[config.mk]
export PLATFORM = sky130hd
export DESIGN_NAME = adc_spi_responder
export DESIGN_NICKNAME = d
export VERILOG_FILES = /design/src/rtl/adc_spi_pkg.sv /design/src/rtl/sync_edge.sv /design/src/rtl/adc_spi_responder.sv
export SDC_FILE = /design/constraint.sdc
export NUM_CORES = 1
export LEC_CHECK = 0
export ABC_AREA = 1
export CAP_MARGIN = 20
export CORE_ASPECT_RATIO = 0.9
export CORE_MARGIN = 4
export CORE_UTILIZATION = 51
export CTS_CLUSTER_DIAMETER = 30
export CTS_CLUSTER_SIZE = 14
export DETAILED_ROUTE_END_ITERATION = 12
export HOLD_SLACK_MARGIN = 0.08
export PLACE_DENSITY = 0.86
export SETUP_SLACK_MARGIN = 0.3
export SLEW_MARGIN = 10
export SYNTH_ARGS = -nofsm -noshare
export SYNTH_HDL_FRONTEND = slang
export SYNTH_HIERARCHICAL = 1
export SYNTH_SLANG_ARGS = --single-unit
export TNS_END_PERCENT = 20
[constraint.sdc]
create_clock -name clk_clk -period 2.32 [get_ports clk_clk]
set_input_delay 0.232 -clock clk_clk [delete_from_list [all_inputs] [get_ports clk_clk]]
set_output_delay 0.232 -clock clk_clk [all_outputs]
set_load 0.01 [all_outputs]
[src/rtl/adc_spi_pkg.sv]
// Shared definitions for the AD7928-style ADC SPI responder.
// Latency: n/a (types and constants only).
// Backpressure: n/a.
//
// Contents:
//   state_t         responder frame state
//   FRAME_BITS      SPI frame length in sclk falling edges
//   WRITE..SHADOW   bit positions inside the 16-bit control word on din
//   CTRL_LSB/CTRL_W slice of the control word kept as ctrl_word
//   seq_enabled()   sequencer enable test on a stored ctrl_word
package adc_spi_pkg;

    typedef enum logic [1:0] {
        ST_IDLE    = 2'd0,
        ST_SHIFT   = 2'd1,
        ST_DONE    = 2'd2,
        ST_WAIT_CS = 2'd3
    } state_t;

    localparam int FRAME_BITS = 16;

    // Control-word bit positions, as they appear in the received rx word.
    localparam int WRITE   = 15;
    localparam int SEQ     = 14;
    localparam int ADDR_HI = 12;
    localparam int ADDR_LO = 10;
    localparam int SHADOW  = 7;

    // ctrl_word keeps rx[15:4]; the low nibble of the frame is don't-care.
    localparam int CTRL_LSB = 4;
    localparam int CTRL_W   = FRAME_BITS - CTRL_LSB;

    // The stored ctrl_word is rx shifted down by CTRL_LSB, so the SEQ and
    // SHADOW bits move down by the same amount.
    function automatic logic seq_enabled(input logic [CTRL_W-1:0] ctrl);
        return ctrl[SEQ - CTRL_LSB] & ~ctrl[SHADOW - CTRL_LSB];
    endfunction

endpackage

[src/rtl/sync_edge.sv]
// Multi-flop synchronizer with rise/fall pulse generation for one async input.
// Latency: level valid STAGES cycles after pin change; pulses in that same cycle.
// Backpressure: none; free-running sampler.
//
// Ports:
//   i_clk, i_rst_n  clock and async active-low reset
//   i_d             asynchronous input pin
//   o_level         synchronized level
//   o_rise/o_fall   single-cycle pulses on synchronized level transitions
module sync_edge #(
    parameter int   STAGES  = 2,
    // Reset value chosen per pin so that reset itself never fabricates an
    // edge the consumer would act on (sclk idles high, cs_n resets low so a
    // cs_n already held low cannot look like a fresh frame start).
    parameter logic RST_VAL = 1'b0
) (
    input  logic i_clk,
    input  logic i_rst_n,
    input  logic i_d,
    output logic o_level,
    output logic o_rise,
    output logic o_fall
);

    logic [STAGES-1:0] r_sync;
    logic              r_prev;

    always_ff @(posedge i_clk or negedge i_rst_n) begin
        if (!i_rst_n) begin
            r_sync <= {STAGES{RST_VAL}};
            r_prev <= RST_VAL;
        end else begin
            r_sync <= {r_sync[STAGES-2:0], i_d};
            r_prev <= r_sync[STAGES-1];
        end
    end

    assign o_level = r_sync[STAGES-1];
    assign o_rise  = r_sync[STAGES-1] & ~r_prev;
    assign o_fall  = ~r_sync[STAGES-1] & r_prev;

endmodule

[src/rtl/adc_spi_responder.sv]
// SPI slave model of an 8-channel 12-bit ADC: decodes control words, returns samples.
// Latency: dout updates 1 cycle after a detected sclk fall (SYNC_STAGES+1 after the pin).
// Backpressure: none; the SPI master owns timing, clk_clk must be >= 8x sclk.
//
// Ports:
//   clk_clk, reset_reset_n      system clock, async active-low reset
//   sample_data                 per-channel samples, channel n at [n*DATA_WIDTH +: DATA_WIDTH]
//   adc_interface_sclk/cs_n/din SPI inputs from the master (asynchronous)
//   adc_interface_dout, dout_oe SPI response bit and its output enable
//   cur_addr                    channel returned by the next frame
//   ctrl_word                   bits [15:4] of the last written control word
//   frame_done                  one-cycle pulse per completed 16-edge frame
module adc_spi_responder
    import adc_spi_pkg::*;
#(
    parameter int NUM_CHANNELS = 8,
    parameter int DATA_WIDTH   = 12,
    parameter int SYNC_STAGES  = 2
) (
    input  logic                               clk_clk,
    input  logic                               reset_reset_n,
    input  logic [NUM_CHANNELS*DATA_WIDTH-1:0] sample_data,
    input  logic                               adc_interface_sclk,
    input  logic                               adc_interface_cs_n,
    input  logic                               adc_interface_din,
    output logic                               adc_interface_dout,
    output logic                               dout_oe,
    output logic [$clog2(NUM_CHANNELS)-1:0]    cur_addr,
    output logic [CTRL_W-1:0]                  ctrl_word,
    output logic                               frame_done
);

    localparam int ADDR_W = $clog2(NUM_CHANNELS);

    // ------------------------------------------------------------------
    // Input synchronization and edge detection
    // ------------------------------------------------------------------
    logic w_sclk_lvl, w_sclk_rise, w_sclk_fall;
    logic w_cs_lvl, w_cs_rise, w_cs_fall;
    logic w_din_lvl, w_din_rise, w_din_fall;

    sync_edge #(.STAGES(SYNC_STAGES), .RST_VAL(1'b1)) u_sync_sclk (
        .i_clk   (clk_clk),
        .i_rst_n (reset_reset_n),
        .i_d     (adc_interface_sclk),
        .o_level (w_sclk_lvl),
        .o_rise  (w_sclk_rise),
        .o_fall  (w_sclk_fall)
    );

    sync_edge #(.STAGES(SYNC_STAGES), .RST_VAL(1'b0)) u_sync_cs (
        .i_clk   (clk_clk),
        .i_rst_n (reset_reset_n),
        .i_d     (adc_interface_cs_n),
        .o_level (w_cs_lvl),
        .o_rise  (w_cs_rise),
        .o_fall  (w_cs_fall)
    );

    sync_edge #(.STAGES(SYNC_STAGES), .RST_VAL(1'b0)) u_sync_din (
        .i_clk   (clk_clk),
        .i_rst_n (reset_reset_n),
        .i_d     (adc_interface_din),
        .o_level (w_din_lvl),
        .o_rise  (w_din_rise),
        .o_fall  (w_din_fall)
    );

    // Only falling sclk and both cs_n edges drive the frame logic; the
    // remaining sync outputs exist because the synchronizer is shared.
    logic w_unused;
    assign w_unused = ^{w_sclk_lvl, w_sclk_rise, w_cs_lvl, w_din_rise, w_din_fall};

    // ------------------------------------------------------------------
    // Frame state
    // ------------------------------------------------------------------
    state_t                  r_state;
    logic [FRAME_BITS-1:0]   r_tx;
    logic [FRAME_BITS-1:0]   r_rx;
    logic [4:0]              r_cnt;
    logic [ADDR_W-1:0]       r_cur_addr;
    logic [CTRL_W-1:0]       r_ctrl;

    logic [DATA_WIDTH-1:0]   w_sample;
    logic [FRAME_BITS-1:0]   w_tx_load;
    logic [FRAME_BITS-1:0]   w_rx_next;
    logic                    w_last_edge;

    assign w_sample    = sample_data[r_cur_addr*DATA_WIDTH +: DATA_WIDTH];
    assign w_tx_load   = FRAME_BITS'({1'b0, r_cur_addr, w_sample});
    assign w_rx_next   = {r_rx[FRAME_BITS-2:0], w_din_lvl};
    assign w_last_edge = (r_cnt == 5'(FRAME_BITS - 1));

    always_ff @(posedge clk_clk or negedge reset_reset_n) begin
        if (!reset_reset_n) begin
            r_state    <= ST_IDLE;
            r_tx       <= '0;
            r_rx       <= '0;
            r_cnt      <= '0;
            r_cur_addr <= '0;
            r_ctrl     <= '0;
        end else begin
            case (r_state)
                ST_IDLE: begin
                    // Sample is captured here once; later sample_data changes
                    // cannot disturb the frame in flight.
                    if (w_cs_fall) begin
                        r_tx    <= w_tx_load;
                        r_rx    <= '0;
                        r_cnt   <= '0;
                        r_state <= ST_SHIFT;
                    end
                end

                ST_SHIFT: begin
                    // cs_n rise takes priority over a coincident sclk fall,
                    // so a short frame always aborts cleanly.
                    if (w_cs_rise) begin
                        r_state <= ST_IDLE;
                    end else if (w_sclk_fall) begin
                        r_rx  <= w_rx_next;
                        r_tx  <= {r_tx[FRAME_BITS-2:0], 1'b0};
                        r_cnt <= r_cnt + 5'd1;
                        if (w_last_edge) begin
                            r_state <= ST_DONE;
                            // Registers are committed on the transition so the
                            // new values appear in the same cycle as frame_done.
                            if (w_rx_next[WRITE]) begin
                                r_cur_addr <= w_rx_next[ADDR_HI:ADDR_LO];
                                r_ctrl     <= w_rx_next[FRAME_BITS-1:CTRL_LSB];
                            end else if (seq_enabled(r_ctrl)) begin
                                r_cur_addr <= r_cur_addr + 1'b1;
                            end
                        end
                    end
                end

                ST_DONE: begin
                    // A cs_n rise landing in this single cycle must not be
                    // lost, or the responder would wait for a second rise.
                    r_state <= w_cs_rise ? ST_IDLE : ST_WAIT_CS;
                end

                ST_WAIT_CS: begin
                    // Extra sclk falls are ignored; tx has already drained to 0.
                    if (w_cs_rise) begin
                        r_state <= ST_IDLE;
                    end
                end

                default: r_state <= ST_IDLE;
            endcase
        end
    end

    // ------------------------------------------------------------------
    // Outputs
    // ------------------------------------------------------------------
    assign dout_oe            = (r_state != ST_IDLE);
    assign adc_interface_dout = dout_oe & r_tx[FRAME_BITS-1];
    assign frame_done         = (r_state == ST_DONE);
    assign cur_addr           = r_cur_addr;
    assign ctrl_word          = r_ctrl;

endmodule
Word-level counts from Yosys, hierarchy flattened. Cells that the tools add are included.

$add $sub $neg: 2. Multipliers: 1. Divide/modulo/power cells: 0. Magnitude comparators: 0. Equality and inequality tests: 10. Shifts and indexed selects: 1. Multiplexer cells: 21. Bitwise logic cells: 10. Reduce and logical (&&, ||, !) cells: 8.

Operators with widths (count): $shiftx 96x8->12 (1); $mux 16 (3); $mux 15 (3); $pmux 16 s2 (1); $pmux 15 s2 (1); $mux 5 (3); $mux 2 (6); $pmux 5 s2 (1); $reduce_and 5->1 (2); $pmux 2 s4 (1); $reduce_and 4->1 (2); $mux 3 (2); $reduce_bool 2->1 (3); $add 5x1->5 const B (1); $and 1x1->1 (5); $eq 5x4->1 const B (1); $mul 3x2->5 const B (1); $not 1->1 (5); $eq 2x2->1 const B (2); $ne 2x1->1 const B (2); $ne 2x2->1 const B (2); $add 3x1->3 const B (1); $ne 3x2->1 const B (1); $ne 3x3->1 const B (1); other kinds (2) (2).

Bits in registers: 61. Bits in latches: 0. RAM bits: 0. Memory bits (read-only): 0. Bits of input ports: 101. Output and inout port bits: 18. Logic and storage cells: 64. Memories: 0.

Depth between registers and ports, before layout.
Word-level depth: 5. Mapped depth: 11. Gate-level depth less buffers: 10.

Cells and area by module. The synthesis kept the hierarchy.

Modules (own cells, without submodules): adc_spi_responder (times used 1, cells an instance 581, area an instance 3628.5 sq um, seq. area each 1326.3 sq um); sync_edge (u_sync_cs ...) (times used 2, cells an instance 7, area an instance 90.1 sq um, seq. area each 75.1 sq um); sync_edge (u_sync_sclk) (times used 1, cells an instance 7, area an instance 93.8 sq um, seq. area each 78.8 sq um).

Least setup slack after synthesis. No wires, ideal clock.

Path kind: register -> register. Start: reg u_sync_sclk.r_prev. End: reg r_cnt[4]. Setup time: 125 ps. Data arrival time: 1419 ps. Setup slack: 776 ps. Stages on the path, launching flop included: 11. Path through: dfstp_2 inv_1 nor2_1 inv_1 nor2_1 nand2_2 nand2_1 inv_2 buf_6 nand2_1 o31ai_4.

Longest elaborated chain between the ends: 3.

RTL lines: start: declaration (RTL line sync_edge.sv:26) `logic r_prev;`; start signal: assignment (RTL line sync_edge.sv:34) `r_prev <= r_sync[STAGES-1];`; $and 1x1->1 (RTL line sync_edge.sv:40) `assign o_fall = ~r_sync[STAGES-1] & r_prev;`; net w_sclk_fall (RTL line adc_spi_responder.sv:38) `logic w_sclk_lvl, w_sclk_rise, w_sclk_fall;`; $ne 2x1->1 (no source line); $reduce_and 4->1 (no source line); end signal: assignment (RTL line adc_spi_responder.sv:123) `r_cnt <= r_cnt + 5'd1;`; end: declaration (RTL line adc_spi_responder.sv:80) `logic [4:0] r_cnt;`.

The timed path passes the listed nets, and every way through them passes these cells. A chain may end at the register's enable or synchronous reset.

Final worst setup path.
Start: reg u_sync_sclk.r_prev. End: reg r_tx[13].

Longest elaborated chain between the ends: 3.

RTL lines: $and 1x1->1 (RTL line sync_edge.sv:40); net w_sclk_fall (RTL line adc_spi_responder.sv:38); $ne 2x1->1 (no source line); $reduce_and 4->1 (no source line); end signal: assignment (RTL line adc_spi_responder.sv:108) `r_tx <= w_tx_load;`; end signal: assignment (RTL line adc_spi_responder.sv:122) `r_tx <= {r_tx[FRAME_BITS-2:0], 1'b0};`; end: declaration (RTL line adc_spi_responder.sv:78) `logic [FRAME_BITS-1:0] r_tx;`.

The timed path passes the listed nets, and every way through them passes these cells.

==> impl_metrics.tcl <==
set metrics [dict create \
    outcome "complete, no violations" \
    max_stage_delay_ns 0.53 \
    path_clk_slew_ns 0.07 \
    relSlewSlack_pct 46.5 \
    gp_congestion 0.846 \
    cts_tree "done" \
    vias 3935 \
    final.setup_skew_ns 0.00555 \
    wire_per_inst_um 13.5 \
    start_util_pct 53.7 \
    max_freq_ghz 0.537 \
    worstSetupStartpointType "flip-flop" \
    cts_buffers 9 \
    drive_above_1_share_pct 5.52 \
    met2_usage_pct 41.2 \
    min_period_ns 1.86 \
    grt_pass1_vias 3955 \
    grt_pass1_wl_um 18400 \
    gr-usage-met3_pct 5.02 \
    grtUsageTotal_pct 24.8 \
    hold_violations 0 \
    syn_inst 595 \
    cts.sinks 61 \
    post-route-period-util_pct 80.3 \
    area_delta_synth_final_pct 36.4 \
    fin_cells 800 \
    end_kind "flip-flop" \
    antenna_cells 0 \
    p_seq_share_pct 41.4 \
    setup_viol 0 \
    grt_util_met1_pct 32.2 \
    reg2regPathDepth 9 \
    power_frac_clock_pct 29.2 \
    setup_tns_ns 0 \
    grt_busiest_layer "met2" \
    switching_share_pct 32.6 \
    required_ns 2.58 \
    insertion_delay_ns 0.34 \
    synth.avg_cell_area_um2 6.48 \
    r2r_end "r_tx[13]" \
    r2r_start "u_sync_sclk/r_prev" \
    reg2reg_slack_ns 0.46 \
    detail_route.wirelength_um 10800 \
    path_class "flip-flop to flip-flop" \
    ant_nets 0 \
    drcViolationCount 0 \
    viasPerCell 4.92 \
    critPathCapture "r_tx[13]" \
    hp-class "input port to flip-flop" \
    coreArea_um2 7180 \
    arrival_ns 2.13 \
    max_cap_viol_count 0 \
    internal_power_w 0.00222 \
    dieArea_um2 9020 \
    pwr-share-comb_pct 29.4 \
    clk_path_buf_depth 2 \
    drt_iter0_markers 237 \
    dp.cells 783 \
    yosys_warnings 6 \
    first_pass_iters 6 \
    grt-ovfl-total 0 \
    rsz0062_at_grt "yes" \
    finalPower_w 0.00329 \
    die_y_um 90.5 \
    powerDensity_nw_per_um2 627 \
    worstPathMaxFanout 23 \
    setup.worst_path.start "u_sync_sclk/r_prev" \
    worstPathCellList "inv_1 > nor2_1 > inv_1 > nor2_1 > nand2_2 > nand2_1 > buf_4 > o211ai_1 > o21ai_1" \
    root_buffer "clkbuf_8" \
    hpwl_um 8000 \
    nets 806 \
    fillers 544 \
    power.switching_w 0.00107 \
    portBuffers 118 \
    p_leak_nw 2.80 \
    row_count 29 \
    slew_violations 0 \
    ir_drop_mv 0.544 \
    synth_nets 699 \
    htreeDepth 3 \
    die_x_um 99.6 \
    cp_slowest_cell "dfstp_2" \
    antenna_found_initial 0 \
    grt_max_degree 50 \
    netlist_area_um2 3850 \
    worstMarginPinSlew_ns 0.799 \
    io-pin-count 119 \
    hold-worst-slack_ns 0.296 \
]
==> cell type report <==
cell class	count	area, um^2	area share [%]
flip-flops and latches	61	1530	29.1
multi-input cells	356	1600	30.4
clock inverters	6	70.1	1.33
clock buffers	10	138	2.62
inverters	149	559	10.6
well taps	93	116	2.21
repair buffers	125	1240	23.7
==> layer usage <==
layer | vias up | wire [um]
met5 | - | 0
met4 | 0 | 267
met3 | 26 | 632
met2 | 126 | 5180
met1 | 1798 | 4710
li1 | 1985 | -
==> sequential cells by signal, summed over array words and instances, names as in the netlist <==
name                count
r_tx                   16
cur_addr                3
r_rx                   15
ctrl_word              12
u_sync_cs/r_prev        1
u_sync_sclk/r_sync      2
u_sync_din/r_sync       2
u_sync_cs/r_sync        2
r_cnt                   5
r_state                 2
u_sync_sclk/r_prev      1
==> worst max-delay path: cells and delay by family, from the launching register on <==
kind	cells	cell delay [ns]
compound gates	2	0.23
buf+inv	3	0.40
flops	1	0.53
simple gates	4	0.62
==> stage by stage <==
step                      utilization (%)  area (um^2)  worst slack [ns]
final                                73.2         5260             0.457
after global routing                 73.2         5260             0.294
after CTS                            73.1         5250             0.417
after detailed placement             70.1         5030             0.447
after global placement               70.1         5030             0.531
after floorplan                         -         3850             0.791
==> what timing repair did <==
item	CTS	global route
resized for setup	0	1
endpoints found under the hold margin	27	0
endpoints found under the setup margin	0	11
hold buffers	1	0
setup buffers	0	0
==> how the worst min path moves through the flow <==
stage	startpoint	to	depth (start not counted)
3_3_place_gp	reset_reset_n	ctrl_word[0]	1
2_1_floorplan	reset_reset_n	ctrl_word[0]	0
5_1_grt	adc_interface_sclk	u_sync_sclk/r_sync[0]	1
3_5_place_dp	reset_reset_n	ctrl_word[0]	1
6_report	adc_interface_sclk	u_sync_sclk/r_sync[0]	1
4_1_cts	adc_interface_sclk	u_sync_sclk/r_sync[0]	1
==> power groups by stage <==
stage                     sequential, W  combinational (W)  clock, W
after floorplan                 0.00135           0.000637         0
after detailed placement        0.00138           0.000954         0
final                           0.00136           0.000968  0.000964
after global routing            0.00138            0.00110   0.00104
after CTS                       0.00136           0.000965  0.000985
after global placement          0.00136           0.000916         0
==> cells in the final DEF (no fill, tap or decap), types with 2 or more instances in the layout <==
cell,n
nand2_1,194
inv_1,143
clkdlybuf4s50_1,117
nand3_1,65
dfrtp_1,58
nor2_1,23
o21ai_1,21
a21oi_1,17
o22ai_1,13
clkbuf_8,10
inv_2,5
o21ai_0,5
buf_4,5
nand2_2,3
ha_1,3
dfstp_2,3
nor2_2,2
o211ai_1,2
inv_6,2
clkinv_4,2
Power figures use the tool's default switching activity.
